## config.mk

```make
export PLATFORM = sky130hd
export DESIGN_NAME = param_sync_fifo_flat
export DESIGN_NICKNAME = d
export VERILOG_FILES = /design/src/rtl/fifo_pkg.sv /design/src/rtl/param_sync_fifo_if.sv /design/src/rtl/fifo_wrap_ptr.sv /design/src/rtl/param_sync_fifo.sv /design/src/flat_wrapper.sv
export SDC_FILE = /design/constraint.sdc
export NUM_CORES = 1
export LEC_CHECK = 0
export CELL_PAD_IN_SITES_DETAIL_PLACEMENT = 0
export CELL_PAD_IN_SITES_GLOBAL_PLACEMENT = 1
export CORE_MARGIN = 2
export CORE_UTILIZATION = 49
export DETAILED_ROUTE_END_ITERATION = 10
export PLACE_DENSITY_LB_ADDON = 0.3
export SYNTH_ARGS = -nofsm -noshare
export SYNTH_HDL_FRONTEND = slang
export SYNTH_SLANG_ARGS = --single-unit
```

## constraint.sdc

```tcl
create_clock -name clk -period 4 [get_ports clk]
set_input_delay 0.8 -clock clk [delete_from_list [all_inputs] [get_ports clk]]
set_output_delay 0.8 -clock clk [all_outputs]
set_load 0.01 [all_outputs]
```

## src/rtl/fifo_pkg.sv

```systemverilog
// Shared constants and types for the parametrised single-clock FIFO.
// Default geometry lives here so the interface and the top agree on it.
package fifo_pkg;

    localparam int FIFO_DATA_W_DEF = 16;
    localparam int FIFO_DEPTH_DEF  = 8;

    // Occupancy-derived status flags, grouped so they travel together.
    typedef struct packed {
        logic full;
        logic empty;
        logic almostfull;
        logic almostempty;
    } fifo_flags_t;

endpackage : fifo_pkg

```

## src/rtl/param_sync_fifo_if.sv

```systemverilog
// Producer/consumer-facing bundle of the parametrised FIFO.
// The slave modport is the FIFO itself; the master modport is the user side.
interface param_sync_fifo_if
    import fifo_pkg::*;
#(
    parameter int DATA_W = FIFO_DATA_W_DEF,
    parameter int DEPTH  = FIFO_DEPTH_DEF
);
    localparam int CNT_W = $clog2(DEPTH + 1);

    logic              clear;
    logic              wr_en;
    logic [DATA_W-1:0] data_in;
    logic              rd_en;
    logic [CNT_W-1:0]  af_thresh;
    logic [CNT_W-1:0]  ae_thresh;
    logic [DATA_W-1:0] data_out;
    logic              rd_valid;
    logic              wr_ack;
    logic              overflow;
    logic              underflow;
    logic              full;
    logic              empty;
    logic              almostfull;
    logic              almostempty;
    logic [CNT_W-1:0]  count;

    modport master (
        output clear, wr_en, data_in, rd_en, af_thresh, ae_thresh,
        input  data_out, rd_valid, wr_ack, overflow, underflow,
               full, empty, almostfull, almostempty, count
    );

    modport slave (
        input  clear, wr_en, data_in, rd_en, af_thresh, ae_thresh,
        output data_out, rd_valid, wr_ack, overflow, underflow,
               full, empty, almostfull, almostempty, count
    );

endinterface : param_sync_fifo_if

```

## src/rtl/fifo_wrap_ptr.sv

```systemverilog
// Modulo-DEPTH pointer: advances by one on inc and wraps DEPTH-1 -> 0,
// so non-power-of-2 depths never produce an out-of-range address.
module fifo_wrap_ptr #(
    parameter int DEPTH  = 8,
    parameter int ADDR_W = $clog2(DEPTH)
) (
    input  logic              clk,
    input  logic              rst,
    input  logic              clear,
    input  logic              inc,
    output logic [ADDR_W-1:0] ptr
);

    localparam logic [ADDR_W-1:0] LAST = ADDR_W'(DEPTH - 1);

    logic [ADDR_W-1:0] r_ptr;

    // Flush has priority over advancing; wrap explicitly at the last entry.
    always_ff @(posedge clk or posedge rst) begin
        if (rst) begin
            r_ptr <= '0;
        end else if (clear) begin
            r_ptr <= '0;
        end else if (inc) begin
            r_ptr <= (r_ptr == LAST) ? '0 : r_ptr + ADDR_W'(1);
        end
    end

    assign ptr = r_ptr;

endmodule : fifo_wrap_ptr

```

## src/rtl/param_sync_fifo.sv

```systemverilog
// Parametrised single-clock FIFO with arbitrary depth, programmable
// almost-full/almost-empty thresholds, read+write acceptance when full,
// synchronous flush and a read-valid strobe.
// Build option: define FIFO_FWFT_EN for first-word-fall-through reads
// (head word shown combinationally, latency 0); otherwise reads are
// registered with latency 1.
module param_sync_fifo
    import fifo_pkg::*;
#(
    parameter int DATA_W = FIFO_DATA_W_DEF,
    parameter int DEPTH  = FIFO_DEPTH_DEF
) (
    input logic               clk,
    input logic               rst,
    param_sync_fifo_if.slave  bus
);

    localparam int ADDR_W = $clog2(DEPTH);
    localparam int CNT_W  = $clog2(DEPTH + 1);
    localparam logic [CNT_W-1:0] FULL_CNT = CNT_W'(DEPTH);

    logic [DATA_W-1:0] r_mem [DEPTH-1:0];
    logic [CNT_W-1:0]  r_count;
    logic              r_wr_ack;
    logic              r_overflow;
    logic              r_underflow;

    logic [ADDR_W-1:0] w_wr_ptr;
    logic [ADDR_W-1:0] w_rd_ptr;
    logic              w_rd_acc;
    logic              w_wr_acc;
    logic              w_wr_do;
    fifo_flags_t       w_flags;

    // Status is purely a function of occupancy and the live thresholds.
    assign w_flags.empty       = (r_count == '0);
    assign w_flags.full        = (r_count == FULL_CNT);
    assign w_flags.almostfull  = (r_count >= bus.af_thresh);
    assign w_flags.almostempty = (r_count <= bus.ae_thresh);

    // A full FIFO still takes a write when a read frees a slot the same cycle.
    assign w_rd_acc = bus.rd_en & ~w_flags.empty;
    assign w_wr_acc = bus.wr_en & (~w_flags.full | w_rd_acc);
    assign w_wr_do  = w_wr_acc & ~bus.clear;

    fifo_wrap_ptr #(
        .DEPTH  (DEPTH),
        .ADDR_W (ADDR_W)
    ) u_wr_ptr (
        .clk   (clk),
        .rst   (rst),
        .clear (bus.clear),
        .inc   (w_wr_acc),
        .ptr   (w_wr_ptr)
    );

    fifo_wrap_ptr #(
        .DEPTH  (DEPTH),
        .ADDR_W (ADDR_W)
    ) u_rd_ptr (
        .clk   (clk),
        .rst   (rst),
        .clear (bus.clear),
        .inc   (w_rd_acc),
        .ptr   (w_rd_ptr)
    );

    // Storage is deliberately not reset; contents are only meaningful via count.
    always_ff @(posedge clk) begin
        if (w_wr_do) begin
            r_mem[w_wr_ptr] <= bus.data_in;
        end
    end

    // Occupancy tracks accepted writes minus accepted reads; flush zeroes it.
    always_ff @(posedge clk or posedge rst) begin
        if (rst) begin
            r_count <= '0;
        end else if (bus.clear) begin
            r_count <= '0;
        end else begin
            case ({w_wr_acc, w_rd_acc})
                2'b10:   r_count <= r_count + CNT_W'(1);
                2'b01:   r_count <= r_count - CNT_W'(1);
                default: r_count <= r_count;
            endcase
        end
    end

    // One-cycle-late handshake strobes describing the previous cycle's requests.
    always_ff @(posedge clk or posedge rst) begin
        if (rst) begin
            r_wr_ack    <= 1'b0;
            r_overflow  <= 1'b0;
            r_underflow <= 1'b0;
        end else if (bus.clear) begin
            r_wr_ack    <= 1'b0;
            r_overflow  <= 1'b0;
            r_underflow <= 1'b0;
        end else begin
            r_wr_ack    <= w_wr_acc;
            r_overflow  <= bus.wr_en & ~w_wr_acc;
            r_underflow <= bus.rd_en & ~w_rd_acc;
        end
    end

`ifdef FIFO_FWFT_EN
    // Head word is always visible; rd_en merely pops it.
    assign bus.data_out = r_mem[w_rd_ptr];
    assign bus.rd_valid = ~w_flags.empty;
`else
    logic [DATA_W-1:0] r_data_out;
    logic              r_rd_valid;

    // Registered read: data_out holds its last word until the next accepted read.
    always_ff @(posedge clk or posedge rst) begin
        if (rst) begin
            r_data_out <= '0;
            r_rd_valid <= 1'b0;
        end else if (bus.clear) begin
            r_rd_valid <= 1'b0;
        end else begin
            r_rd_valid <= w_rd_acc;
            if (w_rd_acc) begin
                r_data_out <= r_mem[w_rd_ptr];
            end
        end
    end

    assign bus.data_out = r_data_out;
    assign bus.rd_valid = r_rd_valid;
`endif

    assign bus.wr_ack      = r_wr_ack;
    assign bus.overflow    = r_overflow;
    assign bus.underflow   = r_underflow;
    assign bus.count       = r_count;
    assign bus.full        = w_flags.full;
    assign bus.empty       = w_flags.empty;
    assign bus.almostfull  = w_flags.almostfull;
    assign bus.almostempty = w_flags.almostempty;

endmodule : param_sync_fifo

```

## src/flat_wrapper.sv

```systemverilog
// flat-port wrapper written by rule: the top's interface ports become plain ports
module param_sync_fifo_flat import fifo_pkg::*;
#(
    parameter int DATA_W = FIFO_DATA_W_DEF,
    parameter int DEPTH  = FIFO_DEPTH_DEF
)
  (clk, rst, bus_clear, bus_wr_en, bus_data_in, bus_rd_en, bus_af_thresh, bus_ae_thresh, bus_data_out, bus_rd_valid, bus_wr_ack, bus_overflow, bus_underflow, bus_full, bus_empty, bus_almostfull, bus_almostempty, bus_count);
  param_sync_fifo_if #(.DATA_W(DATA_W), .DEPTH(DEPTH)) bus_i ();
  input logic clk;
  input logic rst;
  input wire logic [$bits(bus_i.clear)-1:0] bus_clear;
  input wire logic [$bits(bus_i.wr_en)-1:0] bus_wr_en;
  input wire logic [$bits(bus_i.data_in)-1:0] bus_data_in;
  input wire logic [$bits(bus_i.rd_en)-1:0] bus_rd_en;
  input wire logic [$bits(bus_i.af_thresh)-1:0] bus_af_thresh;
  input wire logic [$bits(bus_i.ae_thresh)-1:0] bus_ae_thresh;
  output wire logic [$bits(bus_i.data_out)-1:0] bus_data_out;
  output wire logic [$bits(bus_i.rd_valid)-1:0] bus_rd_valid;
  output wire logic [$bits(bus_i.wr_ack)-1:0] bus_wr_ack;
  output wire logic [$bits(bus_i.overflow)-1:0] bus_overflow;
  output wire logic [$bits(bus_i.underflow)-1:0] bus_underflow;
  output wire logic [$bits(bus_i.full)-1:0] bus_full;
  output wire logic [$bits(bus_i.empty)-1:0] bus_empty;
  output wire logic [$bits(bus_i.almostfull)-1:0] bus_almostfull;
  output wire logic [$bits(bus_i.almostempty)-1:0] bus_almostempty;
  output wire logic [$bits(bus_i.count)-1:0] bus_count;
  assign bus_i.clear = bus_clear;
  assign bus_i.wr_en = bus_wr_en;
  assign bus_i.data_in = bus_data_in;
  assign bus_i.rd_en = bus_rd_en;
  assign bus_i.af_thresh = bus_af_thresh;
  assign bus_i.ae_thresh = bus_ae_thresh;
  assign bus_data_out = bus_i.data_out;
  assign bus_rd_valid = bus_i.rd_valid;
  assign bus_wr_ack = bus_i.wr_ack;
  assign bus_overflow = bus_i.overflow;
  assign bus_underflow = bus_i.underflow;
  assign bus_full = bus_i.full;
  assign bus_empty = bus_i.empty;
  assign bus_almostfull = bus_i.almostfull;
  assign bus_almostempty = bus_i.almostempty;
  assign bus_count = bus_i.count;
  param_sync_fifo #(.DATA_W(DATA_W), .DEPTH(DEPTH)) u_core (.clk(clk), .rst(rst), .bus(bus_i));
endmodule
```

-- Yosys cells after proc, flatten, opt, wreduce, memory -nomap -nowiden
Memory sizes are Yosys's and may differ from the RTL's. A register that Yosys moved wholly into a read port is not among the register bits.
Index checks and enable logic that the tools add are counted.
- add/subtract/negate cells: 4
- $lt $le $gt $ge: 2
- reduce and logical (&&, ||, !) cells: 5
- bitwise operators: 11
- eq/ne operators: 5
- mux-type cells: 14
- operator list (cell ; number):
    two-way mux 3 bit ; 6
    case mux 4 bit (2 select lines) ; 1
    adder 3 x 1 -> 3 bit, second input constant ; 2
    equality test 3 bit, second input constant ; 2
    two-way mux 1 bit ; 6
    bitwise AND 1 bit ; 5
    NOT 1 bit ; 5
    adder 4 x 1 -> 4 bit, second input constant ; 1
    equality test 4 bit, second input constant ; 1
    greater-or-equal comparator 4 bit ; 1
    <= comparator 4 bit ; 1
    logical NOT 4 bit ; 1
    two-way mux 4 bit ; 1
    nonzero test 2 bit ; 2
    subtractor 4 x 1 -> 4 bit, second input constant ; 1
    nonzero test 3 bit ; 1
    equality test 2 x 1 -> 1 bit, second input constant ; 1
    equality test 2 bit, second input constant ; 1
    AND reduction 2 bit ; 1
    bitwise OR 1 bit ; 1
- memories kept: 1
- output and inout bits: 28
- word-level logic and storage cells: 49
- bits of input ports: 29
- register bits: 14
- bits in writable memories: 128
- memories (memory ; words ; width ; read ports ; clocked after memory_dff ; write ports ; RTL line ; source):
    u_core.r_mem ; 8 ; 16 ; 1 ; 1 ; 1 ; param_sync_fifo.sv:22 ; logic [DATA_W-1:0] r_mem [DEPTH-1:0];

-- Depth between registers and ports, before layout
- depth in word-level cells: 8
- gate-level depth with buffers: 9
- depth with buffers taken out: 8

-- Hierarchy
A second synthesis with hierarchy kept.
- cells, all modules: 352
- area total of the unflattened synthesis: 6396.1 µm²
- by module, submodules not included (module ; sequential area each (µm²) ; cells an instance ; area an instance (µm²) ; times used):
    param_sync_fifo ; 4444.3 ; 326 ; 6085.8 ; 1
    fifo_wrap_ptr ; 75.1 ; 13 ; 155.1 ; 2

-- Least setup slack after synthesis
No wires, ideal clock.
- path kind: input to register
- start: input port bus_rd_en
- end: memory u_core.r_mem[2][0] (netlist name), enable pin
- arrival: 2718 ps
- setup time: 430 ps
- data required time: 3570 ps
- setup slack: 852 ps
- stages on the path: 3
- path buffers: 1
- cells stage by stage: buf_2 -> o21ai_4 -> nor4_1
- cells in the longest elaborated chain, start to end: 6
- ends and longest elaborated chain (item ; RTL line ; source):
    start, declared ; flat_wrapper.sv:14 ; input wire logic [$bits(bus_i.rd_en)-1:0] bus_rd_en;
    bitwise AND 1 bit ; param_sync_fifo.sv:42 ; assign w_rd_acc = bus.rd_en & ~w_flags.empty;
    bitwise OR 1 bit ; param_sync_fifo.sv:43 ; assign w_wr_acc = bus.wr_en & (~w_flags.full | w_rd_acc);
    bitwise AND 1 bit ; param_sync_fifo.sv:43 ;
    bitwise AND 1 bit ; param_sync_fifo.sv:44 ; assign w_wr_do = w_wr_acc & ~bus.clear;
    two-way mux 1 bit ; param_sync_fifo.sv:70 ; if (w_wr_do) begin
    two-way mux 1 bit (not written as such) ; param_sync_fifo.sv:71 ; r_mem[w_wr_ptr] <= bus.data_in;
    end, declared ; param_sync_fifo.sv:22 ;
No other way between the ends.

-- Worst setup path after layout
- start: input port bus_ae_thresh[1]
- end: output port bus_almostempty
- cells in the longest elaborated chain, start to end: 1
- ends and longest elaborated chain (item ; RTL line ; source):
    start, declared ; flat_wrapper.sv:16 ; input wire logic [$bits(bus_i.ae_thresh)-1:0] bus_ae_thresh;
    <= comparator 4 bit ; param_sync_fifo.sv:39 ; assign w_flags.almostempty = (r_count <= bus.ae_thresh);
    end, declared ; flat_wrapper.sv:25 ; output wire logic [$bits(bus_i.almostempty)-1:0] bus_almostempty;
No other way between the ends.

==> flow_summary_export.csv <==
group,metric,value,unit
timing,tightest_slew,1.15,ns
timing,report.final.setup_viol,0,
placed_design,io_buffers,56,
worst_setup_path,worst-r2r-setup-slack,1.50,ns
yosys,yosys_register_bits,158,
worst_setup_path,timing.critical_path.depth,8,
grt,vias_in_the_first_global_route,3499,
timing,setup_repair_after_global_routing_missed_its_margin,"no",
hold_path,timing.hold.worst.class,"reg -> reg",
worst_setup_path,crit_path_cell_trace,"clkdlybuf4s50_1 > inv_1 > ha_1 > nor2b_1 > o21a_1 > o21a_1 > o21ai_0 > clkdlybuf4s50_1",
timing,final_min_period_over_clock_period,87.9,%
die,core.rowCount,41,
finish,nets,465,
worst_setup_path,worst_path_largest_cell_delay,0.57,ns
die,io_pins,57,
yosys,synthesized_area_divided_by_synthesized_cell_count,18.2,sq um
grt,global_route.overflow_total,0,
worst_setup_path,critical_path_peak_fanout,2,
finish,post_route_cells_drive_above_1_share,20.3,%
clock_network,cts_repair_resize_count,0,
detailed_routing,detail_route.first_pass.iterations,6,
die,start_util,50.4,%
clock_network,cts-hold-fix-buffers,0,
clock_network,cts_tree,"done",
yosys,synth_async_sr_flop_share,19.0,%
finish,utilization,61.6,%
timing,maxClockFrequency,285,MHz
finish,num_antenna_cells,0,
worst_setup_path,rr_startpoint,"u_core.bus.count[1]$_DFFE_PP0P_",
worst_setup_path,worst_ep_arrival_time,2.71,ns
worst_setup_path,end_kind,"output port",
clock_network,cts-htree-levels,4,
worst_setup_path,r2r.worst_path.cells,8,
yosys,post_synth_top_area_cell,"sky130_fd_sc_hd__edfxtp_1",
clock_network,cts_buf_count,17,
detailed_routing,wire_per_inst,19.9,um
grt,grt_max_degree,35,
detailed_routing,ant_nets,0,
grt,track_usage,19.0,%
worst_setup_path,setup.worst_path.end,"bus_almostempty",
detailed_routing,drc,0,
worst_setup_path,path_class,"in -> out",
yosys,yosys.area.top_type_share,60.0,%
clock_network,post-cts-setup-buffer-count,0,
worst_setup_path,slowest_stage_cell_crit_path,"sky130_fd_sc_hd__clkdlybuf4s50_1",
yosys,mappedNetlistNets,397,
die,die_width,118,um
yosys,postSynthCellCount,353,
power,vdd.ir_drop.worst,361,uV
yosys,number_of_enable_flip_flop_cells_after_synthesis,128,
clock_network,ctsLongestPathBuffers,2,
flow_run,cap_violations,0,
worst_setup_path,timing.critical_path.from,"bus_ae_thresh[1]",
worst_setup_path,cp_data_required_time,3.20,ns
placed_design,place.gp.congestion,0.711,
yosys,ys_dominant_reg_cell,"sky130_fd_sc_hd__edfxtp_1",
power,pwr_density,616,mW/mm^2
die,coreArea,0.0127,sq mm
status,status,"finished, final reports clean",
worst_setup_path,critPathLaunchType,"primary input",
clock_network,num_clock_sinks,158,
detailed_routing,routed_wl,12000,um
finish,syn_to_final_growth,22.2,%
yosys,synthesis.area,0.00641,sq mm
grt,grt_first_pass_wirelength,19500,um
placed_design,hpwl,7040,um
timing,hold_violations,0,
finish,post_route_cell_area,0.00784,sq mm
timing,clock_skew,0.0182,ns
die,die-area,0.0140,sq mm
power,power.total,4.83,mW
worst_setup_path,timing.rr.end,"u_core.bus.count[3]$_DFFE_PP0P_",
clock_network,clkTransAtPathRegs,0.06,ns
detailed_routing,detailroute.via_count,3344,
power,total_leakage_power,2.71,nW
worst_setup_path,cp_top_family,"buffers and inverters",
yosys,synthesis.yosys.warnings,0,
clock_network,worstSkewPairLatency,0.42,ns
die,die_y,118,um
placed_design,place_area,0.00721,sq mm
detailed_routing,detail_route.iter0.violations,166,
yosys,yosysSeqAreaShare,71.7,%
timing,finalSetupTns,0,ns
timing,worst_case_headroom_to_the_max_slew_limit,23.0,%
timing,final_max_slew_viol_count,0,
clock_network,cts-root-buf,"sky130_fd_sc_hd__clkbuf_16",
detailed_routing,per_cell_via_count_in_the_routed_design,5.52,
timing,finalWorstSetupSlack,0.486,ns
yosys,synth.distinct_cells,39,
worst_setup_path,cp_num_buf_inv,3,
placed_design,dp_worst_setup_slack,0.462,ns
yosys,synthTopCellsByArea,"sky130_fd_sc_hd__edfxtp_1, sky130_fd_sc_hd__dfrtp_1, sky130_fd_sc_hd__mux4_2",
timing,final_period_minus_worst_setup_slack,3.51,ns
grt,antenna_found_initial,0,
==> placed cells by master (no fill, tap or decap), drive strengths merged, types with 2 or more instances in the layout <==
cell / count
o21a: 2
mux4: 32
edfxtp: 128
xnor2: 3
a21oi: 22
bufinv: 4
nand3: 2
clkinv: 6
nand2b: 5
o21ai: 3
nand3b: 2
ha: 14
nand2: 5
buf: 11
or3: 4
a211oi: 2
mux2i: 20
nor3: 7
clkbuf: 20
dfrtp: 30
nor4: 3
nor2: 28
inv: 11
clkdlybuf4s50: 56
a21o: 3
or3b: 2
==> per-layer routing <==
layer,vias to the layer above,global-route usage (%),routed length [um]
met3,14,5.07,527
met2,82,31.9,6260
met1,1720,23.8,5100
li1,1528,-,-
met4,0,6.92,150
met5,-,0,0
==> state kept, by name, summed over array words and instances, names as in the netlist <==
register,count
u_core.bus.count,4
u_core.bus.rd_valid,1
u_core.bus.underflow,1
u_core.u_wr_ptr.ptr,3
u_core.r_mem,128
u_core.u_rd_ptr.ptr,3
u_core.bus.data_out,16
u_core.bus.wr_ack,1
u_core.bus.overflow,1
==> power breakdown <==
part	switching, mW	internal, mW
Combinational	0.440	0.600
Clock	0.617	1.07
Sequential	0.194	1.91
Total	1.25	3.58
==> through the flow <==
stage	hold slack, ns	cells
final	0.522	606
after global routing	0.568	606
after CTS	0.530	606
after detailed placement	0.518	574
after global placement	0.503	574
after floorplan	0.564	353
==> cells in the mapped netlist (3+ instances only) <==
cell type                  count
sky130_fd_sc_hd__or3_1         4
sky130_fd_sc_hd__clkbuf_1      7
sky130_fd_sc_hd__a21oi_1      22
sky130_fd_sc_hd__xnor2_1       3
sky130_fd_sc_hd__dfrtp_1      30
sky130_fd_sc_hd__mux2i_1      20
sky130_fd_sc_hd__nand2b_1      5
sky130_fd_sc_hd__ha_1         14
sky130_fd_sc_hd__nor2_1       28
sky130_fd_sc_hd__nand2_1       5
sky130_fd_sc_hd__a21o_1        3
sky130_fd_sc_hd__inv_1         9
sky130_fd_sc_hd__nor3_1        7
sky130_fd_sc_hd__buf_2         6
sky130_fd_sc_hd__edfxtp_1    128
sky130_fd_sc_hd__nor4_1        3
sky130_fd_sc_hd__mux4_2       32
==> kinds of logic (layout without fill, tap and decap cells) <==
kind of cell    count (synthesis)  after routing  synth area share (%)
mux                            52             52                  14.4
flops                         158            158                  71.7
xor+xnor                        3              3                 0.410
compound gates                 35             35                  3.45
simple gates                   63             63                  5.00
buf+inv                        27            108                  2.07
fa+ha+maj                      15             15                  3.04
==> worst reg2reg max path, cell delays in order (launching register included) <==
cell and delay (ns):
sky130_fd_sc_hd__dfrtp_1 0.53, sky130_fd_sc_hd__or3_1 0.47, sky130_fd_sc_hd__o21ai_2 0.26, sky130_fd_sc_hd__nor2_1 0.14, sky130_fd_sc_hd__ha_1 0.35, sky130_fd_sc_hd__a21oi_1 0.24
sky130_fd_sc_hd__nand2_1 0.12, sky130_fd_sc_hd__mux2i_1 0.16, sky130_fd_sc_hd__a31oi_1 0.09
==> worst min path at each step <==
stage | from | end | slack, ns | cells after the start
after floorplan | u_core.bus.data_out[0]$_DFFE_PP0P_ | u_core.bus.data_out[0]$_DFFE_PP0P_ | 0.56 | 2
after global placement | u_core.bus.data_out[9]$_DFFE_PP0P_ | u_core.bus.data_out[9]$_DFFE_PP0P_ | 0.50 | 2
after detailed placement | u_core.bus.data_out[3]$_DFFE_PP0P_ | u_core.bus.data_out[3]$_DFFE_PP0P_ | 0.52 | 2
after CTS | u_core.bus.data_out[4]$_DFFE_PP0P_ | u_core.bus.data_out[4]$_DFFE_PP0P_ | 0.53 | 2
after global routing | u_core.bus.data_out[3]$_DFFE_PP0P_ | u_core.bus.data_out[3]$_DFFE_PP0P_ | 0.57 | 2
final | u_core.bus.data_out[4]$_DFFE_PP0P_ | u_core.bus.data_out[4]$_DFFE_PP0P_ | 0.52 | 2
==> layout make-up <==
cell class,count,area [sq um]
Clock buffer,20,447
Clock inverter,12,183
Fill cell,967,4880
Inverter,9,33.8
Multi-Input combinational cell,168,1720
Sequential cell,158,4600
Tap cell,172,215
Timing Repair Buffer,67,643
(Power assumes the default switching activity.)
